[src/rtl/pulse_measure.sv]
// Pulse width / period meter for the PulseCatch filtered feedback level.
// Results leave through a valid/ready port with sticky overrun and no-edge timeout flags.
module pulse_measure #(
    parameter int unsigned _RAM_WIDTH = 32
) (
    input  logic                  io_clk,
    input  logic                  io_rst,
    input  logic                  io_fb_catch,
    input  logic                  io_defaultLevel,
    input  logic                  io_enable,
    input  logic [_RAM_WIDTH-1:0] io_timeoutCnt,
    input  logic                  io_ready,
    output logic                  io_valid,
    output logic [_RAM_WIDTH-1:0] io_width,
    output logic [_RAM_WIDTH-1:0] io_period,
    output logic                  io_overrun,
    output logic                  io_timeout,
    output logic                  io_busy
);

    typedef enum logic [1:0] {
        ST_IDLE     = 2'd0,
        ST_ACTIVE   = 2'd1,
        ST_INACTIVE = 2'd2
    } state_t;

    localparam logic [_RAM_WIDTH-1:0] ONE = {{(_RAM_WIDTH-1){1'b0}}, 1'b1};

    function automatic logic [_RAM_WIDTH-1:0] sat_inc(input logic [_RAM_WIDTH-1:0] v);
        return (v == '1) ? v : v + ONE;
    endfunction

    state_t                r_state;
    state_t                w_state_nxt;
    logic                  r_lvl_d;
    logic                  r_dflt_d;
    logic [_RAM_WIDTH-1:0] r_wcnt;
    logic [_RAM_WIDTH-1:0] r_pcnt;
    logic [_RAM_WIDTH-1:0] r_whold;
    logic                  r_valid;
    logic [_RAM_WIDTH-1:0] r_width;
    logic [_RAM_WIDTH-1:0] r_period;
    logic                  r_overrun;
    logic                  r_timeout;

    logic w_act;
    logic w_lead;
    logic w_trail;
    logic w_dflt_chg;
    logic w_limit;
    logic w_arm;
    logic w_capture;
    logic w_inc_w;
    logic w_inc_p;
    logic w_publish;
    logic w_expire;

    always_comb begin
        w_act      = (io_fb_catch != io_defaultLevel);
        w_lead     = w_act & (r_lvl_d == io_defaultLevel);
        w_trail    = ~w_act & (r_lvl_d != io_defaultLevel);
        w_dflt_chg = (r_dflt_d != io_defaultLevel);
        // a lead on the limit cycle wins over the timeout
        w_limit    = (io_timeoutCnt != '0) && (r_pcnt == io_timeoutCnt) && !w_lead;
    end

    always_ff @(posedge io_clk) begin
        if (io_rst) begin
            r_state <= ST_IDLE;
        end else begin
            r_state <= w_state_nxt;
        end
    end

    always_comb begin
        w_state_nxt = r_state;
        w_arm       = 1'b0;
        w_capture   = 1'b0;
        w_inc_w     = 1'b0;
        w_inc_p     = 1'b0;
        w_publish   = 1'b0;
        w_expire    = 1'b0;
        if (!io_enable || w_dflt_chg) begin
            w_state_nxt = ST_IDLE;
        end else begin
            case (r_state)
                ST_IDLE: begin
                    if (w_lead) begin
                        w_state_nxt = ST_ACTIVE;
                        w_arm       = 1'b1;
                    end
                end
                ST_ACTIVE: begin
                    if (w_limit) begin
                        w_state_nxt = ST_IDLE;
                        w_expire    = 1'b1;
                    end else if (w_trail) begin
                        w_state_nxt = ST_INACTIVE;
                        w_capture   = 1'b1;
                        w_inc_p     = 1'b1;
                    end else begin
                        w_inc_w     = 1'b1;
                        w_inc_p     = 1'b1;
                    end
                end
                ST_INACTIVE: begin
                    if (w_lead) begin
                        w_state_nxt = ST_ACTIVE;
                        w_publish   = 1'b1;
                        w_arm       = 1'b1;
                    end else if (w_limit) begin
                        w_state_nxt = ST_IDLE;
                        w_expire    = 1'b1;
                    end else begin
                        w_inc_p     = 1'b1;
                    end
                end
                default: w_state_nxt = ST_IDLE;
            endcase
        end
    end

    always_ff @(posedge io_clk) begin
        // edge history keeps tracking through reset and disable so no stale edge appears
        r_lvl_d  <= io_fb_catch;
        r_dflt_d <= io_defaultLevel;
        if (io_rst) begin
            r_wcnt    <= '0;
            r_pcnt    <= '0;
            r_whold   <= '0;
            r_valid   <= 1'b0;
            r_width   <= '0;
            r_period  <= '0;
            r_overrun <= 1'b0;
            r_timeout <= 1'b0;
        end else if (!io_enable) begin
            r_wcnt    <= '0;
            r_pcnt    <= '0;
            r_whold   <= '0;
            r_valid   <= 1'b0;
            r_overrun <= 1'b0;
            r_timeout <= 1'b0;
        end else begin
            if (w_arm) begin
                r_wcnt <= ONE;
                r_pcnt <= ONE;
            end else begin
                if (w_inc_w) r_wcnt <= sat_inc(r_wcnt);
                if (w_inc_p) r_pcnt <= sat_inc(r_pcnt);
            end
            if (w_capture) r_whold <= r_wcnt;
            if (w_publish) begin
                r_width   <= r_whold;
                r_period  <= r_pcnt;
                r_valid   <= 1'b1;
                r_timeout <= 1'b0;
                if (r_valid && !io_ready) r_overrun <= 1'b1;
            end else if (r_valid && io_ready) begin
                r_valid <= 1'b0;
            end
            if (w_expire) r_timeout <= 1'b1;
        end
    end

    assign io_valid   = r_valid;
    assign io_width   = r_width;
    assign io_period  = r_period;
    assign io_overrun = r_overrun;
    assign io_timeout = r_timeout;
    assign io_busy    = (r_state != ST_IDLE);

endmodule
[config.mk]
export PLATFORM = sky130hd
export DESIGN_NAME = pulse_measure
export DESIGN_NICKNAME = d
export VERILOG_FILES = /design/src/rtl/pulse_measure.sv
export SDC_FILE = /design/constraint.sdc
export NUM_CORES = 1
export LEC_CHECK = 0
export CAP_MARGIN = 20
export CORE_ASPECT_RATIO = 0.7
export CORE_UTILIZATION = 55
export DETAILED_ROUTE_END_ITERATION = 8
export PLACE_DENSITY = 0.78
export SYNTH_ARGS = -nofsm -noshare
export SYNTH_HDL_FRONTEND = slang
export SYNTH_SLANG_ARGS = --single-unit
export TNS_END_PERCENT = 50
[constraint.sdc]
create_clock -name io_clk -period 2.8 [get_ports io_clk]
set_input_delay 0.56 -clock io_clk [delete_from_list [all_inputs] [get_ports io_clk]]
set_output_delay 0.56 -clock io_clk [all_outputs]
set_load 0.02 [all_outputs]
==> impl_metrics.yaml <==
power_and_ir_drop:
  leakage_uw: 0.00315
  peakVddDrop_v: 0.000440
  powerDensity_nw_per_um2: 515
worst_setup_path:
  arrival_ns: 3.05
  path_max_fanout: 18
  path_class: "primary input to flop"
  worst_setup_path_start_kind: "primary input"
  slowest_stage: "clkdlybuf4s50_1"
  path_cells: "clkdlybuf4s50_1 -> buf_4 -> xor2_1 -> nor4_1 -> nand3_1 -> nor3_1 -> buf_4 -> or3_1 -> buf_12 -> nand2_1 -> a21oi_1"
  crit_required_ns: 3.15
  slowest_delay_ns: 0.45
  cp_common_cell: "buf_4"
  critPathCaptureType: "flop"
clocking:
  cts_tree: "yes"
  clk_latency_ns: 0.43
  cts_buffers: 17
  cts_sinks: 167
  postCtsSetupRepairBufs: 0
  cts_resized: 0
  root_buffer: "clkbuf_16"
  postCtsHoldBufs: 0
  cts.path.max_buffers: 2
  cts.reportedPaths.clkPinSlew_ns: 0.07
  htree_levels: 4
routing:
  drt_drc_violations_left: 0
  vias: 6870
  routed_wl_um: 19000
  dr.pass1.iters: 5
  drt-initial-drc-count: 564
  ant_nets: 0
  vias_per_cell: 5.62
  avgRoutedWirePerCell_um: 15.6
timing:
  tns_ns: 0
  slew_headroom_pct: 50.1
  maxSlewViolCount: 0
  worstMarginPinSlew_ns: 0.749
  fin_crit_ns: 2.70
  fin_ws_ns: 0.0982
  fin_worst_skew_ns: 0.0123
  rsz0062_at_grt: "no"
  hold_violations: 0
  setup_violations: 0
  fmax_ghz: 0.370
  period_share_pct: 96.5
cells_and_area:
  utilization_pct: 72.2
  nets: 1088
  drive_gt1_share_pct: 9.74
  final_area_sq_um: 9490
  diodes: 0
  area_growth_pct: 28.1
  stdcell_count: 1223
logic_synthesis:
  synth_top_area_share_pct: 45.1
  synthFlopType: "dfxtp_1"
  synth_edf_count: 0
  synth_area_leader_cell: "dfxtp_1"
  yosysUniqueCellTypes: 55
  yosys_warnings: 0
  syn_avg_cell_area_sq_um: 8.00
  ys_async_sr_fraction_pct: 0
  synth_commonest_cells: "239 x nand2_1, 167 x dfxtp_1, 127 x a21oi_1"
  ys_top_cells_by_area: "dfxtp_1 45%, nand2_1 12%, a21oi_1 8.6%"
  ys_seq_area_share_pct: 45.1
  ys_ff_latch: 167
  synth_nets: 970
  syn_area_sq_um: 7410
  syn_inst: 926
  yosysMostFrequentCell: "nand2_1"
place:
  portBuffers: 105
  dp_cells: 1191
  dpl.hpwl_um: 13300
  pre_cts_slack_ns: -0.250
  post_dp_cell_area_sq_um: 8890
  gp_congestion: 0.981
grt:
  grt_use_total_pct: 28.0
  antenna_found_initial: 0
  grt_pass1_vias: 5963
  grt_max_degree: 66
  grt_overflow: 0
  grt_pass1_wl_um: 30800
floorplan:
  rows: 35
  coreArea_sq_um: 13100
  io_pins: 106
  die_y_um: 99.1
  die_w_um: 141
  initial_core_util_pct: 56.4
  die_area_sq_um: 13900
status:
  outcome: "completed"
worst_hold_path:
  hold_class: "flop to flop"
flow_run:
  cap_violations: 0
[power breakdown]
group	internal, uW	total, uW	leakage (uW)	switching, uW
clock	1270	2310	0.000287	1040
combinational	94.0	196	0.00152	102
sequential	2380	2380	0.00135	2.45
[layout by cell type (no fill, tap or decap), types with 5 or more instances in the layout]
cell type	netlist	routed
nand2_1	239	239
dfxtp_1	167	167
a21oi_1	127	127
clkdlybuf4s50_1	0	104
nor2_1	44	44
buf_4	5	43
xor2_1	35	35
nand3_1	31	30
xnor2_1	28	28
nor4_1	24	21
or3_1	19	19
nor3_1	18	17
clkbuf_16	0	17
nand4_1	16	16
o21ai_0	15	15
inv_1	13	13
and4_1	10	10
or4_1	10	10
buf_12	0	8
and3_1	7	6
ha_1	6	6
and2_1	5	5
o31ai_1	5	5
nand2b_1	5	5
o211ai_1	5	5
[metal layers]
metal	routed length, um	GRT usage, %
met1	9690	44.3
met2	7810	39.1
met3	1380	5.15
met4	165	6.02
met5	0	0
[critical path: cells and delay by family]
kind	cells	cell delay [ns]
AND/OR/NAND/NOR	5	1.20
buffers and inverters	4	0.98
AO/OA/AOI/OAI	1	0.16
XOR/XNOR	1	0.14
[final timing paths]
path                                        from           to  slack [ns]  depth (start not counted)
worst max register to register         r_pcnt[7]   r_whold[1]        0.27                         10
worst min register to register        r_whold[3]  io_width[3]        0.45                          2
worst max-delay path            io_timeoutCnt[0]   r_whold[1]         0.1                         11
worst min-delay path                  r_whold[3]  io_width[3]        0.45                          2
[final cells by class]
class	instances	area (sq um)
clock inverters	14	158
flip-flops and latches	167	3340
fillers	1051	3650
well taps	166	208
clock buffers	18	429
multi-input cells	689	3770
repair buffers	156	1530
inverters	13	48.8
[through the flow]
step | hold WS [ns] | total power (uW)
5_1_grt | 0.470 | 5040
2_1_floorplan | 0.432 | 2510
3_3_place_gp | 0.441 | 2620
3_5_place_dp | 0.444 | 2630
6_report | 0.452 | 4890
4_1_cts | 0.451 | 4910
[state kept, by name, summed over array words and instances, names as in the netlist]
| name | cells |
|---|---|
| io_period | 32 |
| io_width | 32 |
| r_pcnt | 32 |
| r_wcnt | 32 |
| r_whold | 32 |
| r_state | 2 |
| io_overrun | 1 |
| io_timeout | 1 |
| io_valid | 1 |
| r_dflt_d | 1 |
| r_lvl_d | 1 |
[logic make-up (layout without fill, tap and decap cells)]
logic type / count (synthesis) / in the layout / synth area share [%]
mux: 4 / 4 / 0.540
fa+ha+maj: 6 / 6 / 1.01
xor+xnor: 63 / 63 / 7.45
buf+inv: 70 / 201 / 4.32
simple gates: 453 / 453 / 29.4
flops: 167 / 167 / 45.1
compound gates: 163 / 163 / 12.1
No activity file was read; power rests on OpenSTA's default activity.
